## src/rtl/fsm_3.sv

```systemverilog
// Coin-accumulating vending controller for a 4-yuan item.
// One-segment Moore FSM over one-hot credit states with registered dispense outputs.
module fsm_3 (
    input  logic       clk,
    input  logic       rst_n,
    input  logic [1:0] in,
    output logic [1:0] out,
    output logic       out_vld
);

    typedef enum logic [3:0] {
        S0 = 4'b0001,
        S1 = 4'b0010,
        S2 = 4'b0100,
        S3 = 4'b1000
    } state_t;

    localparam logic [1:0] CoinOne = 2'd1;
    localparam logic [1:0] CoinTwo = 2'd2;

    state_t state;

    // rst_n is active-high despite its name.
    always_ff @(posedge clk) begin
        if (rst_n) begin
            state   <= S0;
            out     <= 2'd0;
            out_vld <= 1'b0;
        end else begin
            out     <= 2'd0;
            out_vld <= 1'b0;
            case (state)
                S0: begin
                    if (in == CoinOne) begin
                        state <= S1;
                    end else if (in == CoinTwo) begin
                        state <= S2;
                    end
                end
                S1: begin
                    if (in == CoinOne) begin
                        state <= S2;
                    end else if (in == CoinTwo) begin
                        state <= S3;
                    end
                end
                S2: begin
                    if (in == CoinOne) begin
                        state <= S3;
                    end else if (in == CoinTwo) begin
                        state   <= S0;
                        out_vld <= 1'b1;
                    end
                end
                S3: begin
                    if (in == CoinOne) begin
                        state   <= S0;
                        out_vld <= 1'b1;
                    end else if (in == CoinTwo) begin
                        state   <= S0;
                        out_vld <= 1'b1;
                        out     <= 2'd1;
                    end
                end
                // Non-one-hot state recovers to S0 without dispensing.
                default: state <= S0;
            endcase
        end
    end

endmodule

```

## config.mk

```make
export PLATFORM = sky130hd
export DESIGN_NAME = fsm_3
export DESIGN_NICKNAME = d
export VERILOG_FILES = /design/src/rtl/fsm_3.sv
export SDC_FILE = /design/constraint.sdc
export NUM_CORES = 1
export LEC_CHECK = 0
export CAP_MARGIN = 25
export CORE_AREA = 2 2 39 41
export DETAILED_ROUTE_END_ITERATION = 8
export DIE_AREA = 0 0 41 43
export SLEW_MARGIN = 20
export SYNTH_ARGS = -nofsm -noshare
export SYNTH_HDL_FRONTEND = slang
export SYNTH_SLANG_ARGS = --single-unit
```

## constraint.sdc

```tcl
create_clock -name clk -period 1.7 [get_ports clk]
set_input_delay 0.51 -clock clk [delete_from_list [all_inputs] [get_ports clk]]
set_output_delay 0.51 -clock clk [all_outputs]
set_load 0.005 [all_outputs]
```

### Word level (Yosys, flattened, before mapping)

Cells that the tools add are included.

* register bits after elaboration: 7
* bits in latches: 0
* RAM bits: 0
* ROM bits: 0
* output and inout port bits: 3
* word-level logic and storage cells: 27
* memories kept: 0

* add/sub/neg operators: 0
* multiply operators: 0
* div/mod/pow operators: 0
* magnitude comparators: 0
* eq/ne operators: 8
* shift-type cells: 0
* multiplexer cells: 13
* bitwise logic cells: 1
* reductions and logical operators: 2

Operators by type and width (number)
* 2-to-1 mux 4 bit: 7
* case mux 4 bit (4 select lines): 1
* != test 3 bit (second input constant): 2
* equality test 4 x 1 -> 1 bit (second input constant): 1
* equality test 4 x 2 -> 1 bit (second input constant): 1
* equality test 4 x 3 -> 1 bit (second input constant): 1
* equality test 4 bit (second input constant): 1
* 2-to-1 mux 1 bit: 4
* OR reduction 3 bit: 1
* equality test 2 x 1 -> 1 bit (second input constant): 1
* equality test 2 bit (second input constant): 1
* case mux 1 bit (2 select lines): 1
* AND reduction 2 bit: 1
* inverter 1 bit: 1

### Longest topological paths before layout

Gate-level depths: netlist (run 1).

* depth in word-level cells: 4
* mapped depth: 6
* mapped depth without buffers: 6

### Least setup slack after synthesis (run 1)

No wires, ideal clock.

* kind: input port to flip-flop
* start: in in[0]
* end: reg state[0]
* data arrival time: 1.640 ns
* data required time: 1.573 ns
* path slack: -0.067 ns
* stages on the path: 6
* cells stage by stage: inv_1 ha_1 nor3b_1 o31ai_1 o21a_2 or3_1

* word-level cells in the longest chain between the ends: 4
* elaborated cells on any way between the ends: 11
* classes of those cells: eq/ne: 4; mux: 6; reduce/logical: 1

RTL lines
* start: declaration: RTL line 6 `input logic [1:0] in,`
* equality test 2 bit
* 2-to-1 mux 4 bit
* 2-to-1 mux 4 bit, on equally long branches: RTL line 56, 48
* case mux 4 bit (4 select lines): RTL line 32 `case (state)`
* end signal: assignment: RTL line 37 `state <= S2;`
* end signal: assignment: RTL line 44 `state <= S3;`
* end signal: assignment: RTL line 51 `state <= S0;`
* end: declaration: RTL line 21 `state_t state;`

Several ways; a longest one is shown, not always the timed one.
A chain may end at the register's enable or synchronous reset.

### Final worst setup path (run 1)

Ends and elaborated chain as after synthesis.

==> results of run 1 <==
## cell usage after synthesis (all sizes together)
master,n,area share
a2111oi,1,0.034
a211oi,1,0.017
a21oi,1,0.011
a22oi,2,0.034
and2b,1,0.017
and3b,1,0.023
and4bb,1,0.029
buf,3,0.055
conb,1,0.0086
dfxtp,6,0.28
ha,4,0.11
inv,3,0.026
nand3b,3,0.052
nor2,3,0.026
nor2b,2,0.029
nor3,1,0.011
nor3b,2,0.034
nor4,4,0.057
o21a,1,0.020
o21ai,3,0.034
o31ai,1,0.017
o32a,1,0.026
or3,1,0.014
or4b,1,0.032
## sequential cells by signal (all words and copies together), names as in the netlist
name and cells:
out 1, out_vld 1, state 4
## power by group through the flow
stage / Clock, uW / Sequential [uW] / Combinational, uW
5_1_grt: 140 / 162 / 137
4_1_cts: 135 / 160 / 110
3_5_place_dp: 0 / 163 / 109
6_report: 128 / 161 / 125
3_3_place_gp: 0 / 162 / 108
2_1_floorplan: 0 / 159 / 76.9
## repair_timing
action                                  CTS  global route
pin swaps                                 3             5
gates resized for setup                   4             6
buffers inserted                          1             1
endpoints found under the setup margin    4             3
hold endpoints to repair                  0             0
## cells by family after synthesis
| group | synth area share |
|---|---|
| AND/OR/NAND/NOR | 0.3247 |
| AO/OA/AOI/OAI | 0.1954 |
| buffers and inverters | 0.08045 |
| flip-flops | 0.2759 |
| adder cells (fa/ha/maj) | 0.1149 |
| other | 0.008612 |
## through the flow
| stage | std cells | setup TNS, ns |
|---|---|---|
| global placement | 72 | -1.919 |
| CTS | 76 | -0.01038 |
| finish | 77 | 0 |
| detailed placement | 72 | -2.012 |
| global route | 77 | 0 |
| floorplan | 48 | 0 |
## worst max-delay path, stage by stage
cell	delay, ns
clkbuf_2	0.10
inv_2	0.05
ha_4	0.24
nor3b_2	0.16
o31ai_1	0.10
o21a_2	0.23
or3_1	0.35
## cell type report
cell class	instances	area share
inverters	3	0.01919
repair buffers	13	0.1706
well taps	16	0.03412
clock buffers	3	0.03838
flip-flops and latches	6	0.2047
multi-input cells	36	0.5330
## final timing paths
kind                                              end  slack, ns  cells after the start
worst min register to register      out[0]$_SDFF_PP0_       0.57                      2
worst max-delay path            state[0]$_SDFFE_PP1P_       0.08                      7
worst max register to register  state[0]$_SDFFE_PP1P_       0.12                      3
worst min-delay path                out[0]$_SDFF_PP0_       0.57                      2
## per-layer routing
layer	global-route usage	vias up
li1	-	202
met1	0.1731	183
met2	0.1656	6
met3	0.01571	2
met4	0.1200	0
met5	0	-
==> metrics.txt, run 1 <==
Syn Std Cell Area=435.4 um2; clk sinks=6; DRC=0; DIE HEIGHT=43 um; Clock power frac=0.310; Post-Route WL=932 um; Placement Setup Slack=-0.5794 ns; RSZ-0062 raised after global routing=no; final slew viol count=0; sw power=116.6 uW; f_max=616.8 MHz; synth warn=0; vias in the first global route=359; clk_lat worst skew=0.24 ns; VDD IR-drop max=183.7 uV; arrival time worst endpoint=1.74 ns; area post-placement=544.3 um2; final hold slack=0.5714 ns; Mapped Avg Cell Area=9.071 um2; Worst EP required=1.82 ns; H-tree depth=1; clk buf depth=2; fin worst setup slack=0.07873 ns; Final ANT Viol Nets=0; routed vias=393; fin util=0.4241; Period minus WS final=1.621 ns; IO Pins=7; first-pass GRT wire length=1.490 mm; Worst Setup End Kind=flip-flop; final instance area=586.8 um2; total power draw=413.3 uW; Net Count, Synth=56; DR iter-0 viols=5; number of synthesized register bits=6; maximum fanout along the worst path=3; WL/cell=12.10 um; hold buffers post-CTS=0; Seq/Total Area, Yosys=0.2759; Int Power=296.8 uW; PortBufs=5; M1 WL=445 um; routed wire length on met2=452 um; Fillers=148; first-pass detailed-route iteration total=3; power per cell area=704.4 nW/um2; Ant. Diodes=0; share of cells above drive strength 1=0.4098; Syn Inst Count=48; worst min-delay path category=reg -> reg; initial core utilization=0.3146; unique cell type count in the Yosys netlist=26; Critical path origin=in[0]; register area=120.1 um2; cts bufs inserted=3; Leak=0.0002264 uW; status=finished, final reports clean; final global-route overflow total=0; Rows=14; met3 wire len=19 um; CTS tree=done; die area=1763 um2; Reg clk slew, reported paths=0.05 ns; vias per cell=5.104; fin nets=71; clock skew=0.005025 ns; commonest non-fill, non-tap cell in the layout=buf_4; chip width=41 um; Top Layer Used=met4; initial antenna violation count=0; Net Sw Frac=0.2820; max-cap viol count=0; Tcrit/Tclk final=0.9537; Setup CP Type=in -> reg; GR Util All Layers=0.1284; launching point of the worst reg2reg path=state[0]$_SDFFE_PP1P_; final hold violations=0; Root Buffer=clkbuf_4; kind of start point of the critical path=primary input; Combinational Power Share=0.302; final setup violation count=0; Core Region=1384 um2; commonest non-fill, non-tap cells in the layout=8 x buf_4, 6 x dfxtp_1; multi-input logic area=312.8 um2; GPL Wtd Cong=0.8011; Flop pwr share=0.389; hold_sp=state[1]$_SDFFE_PP0P_; largest net degree at the start of global routing=10; post-DP HPWL=670.8 um; Layout area overhead=34.77%
Note: power is estimated with default switching activity, not from simulation.
==> run 2, diff against run 1 <==
--- a/config.mk
+++ b/config.mk
@@ -9,7 +9,6 @@
 export CORE_AREA = 2 2 39 41
 export DETAILED_ROUTE_END_ITERATION = 8
 export DIE_AREA = 0 0 41 43
-export SLEW_MARGIN = 20
 export SYNTH_ARGS = -nofsm -noshare
 export SYNTH_HDL_FRONTEND = slang
 export SYNTH_SLANG_ARGS = --single-unit
==> results of run 2 <==
Final layout, timing and power as in run 1 (identical DEF).
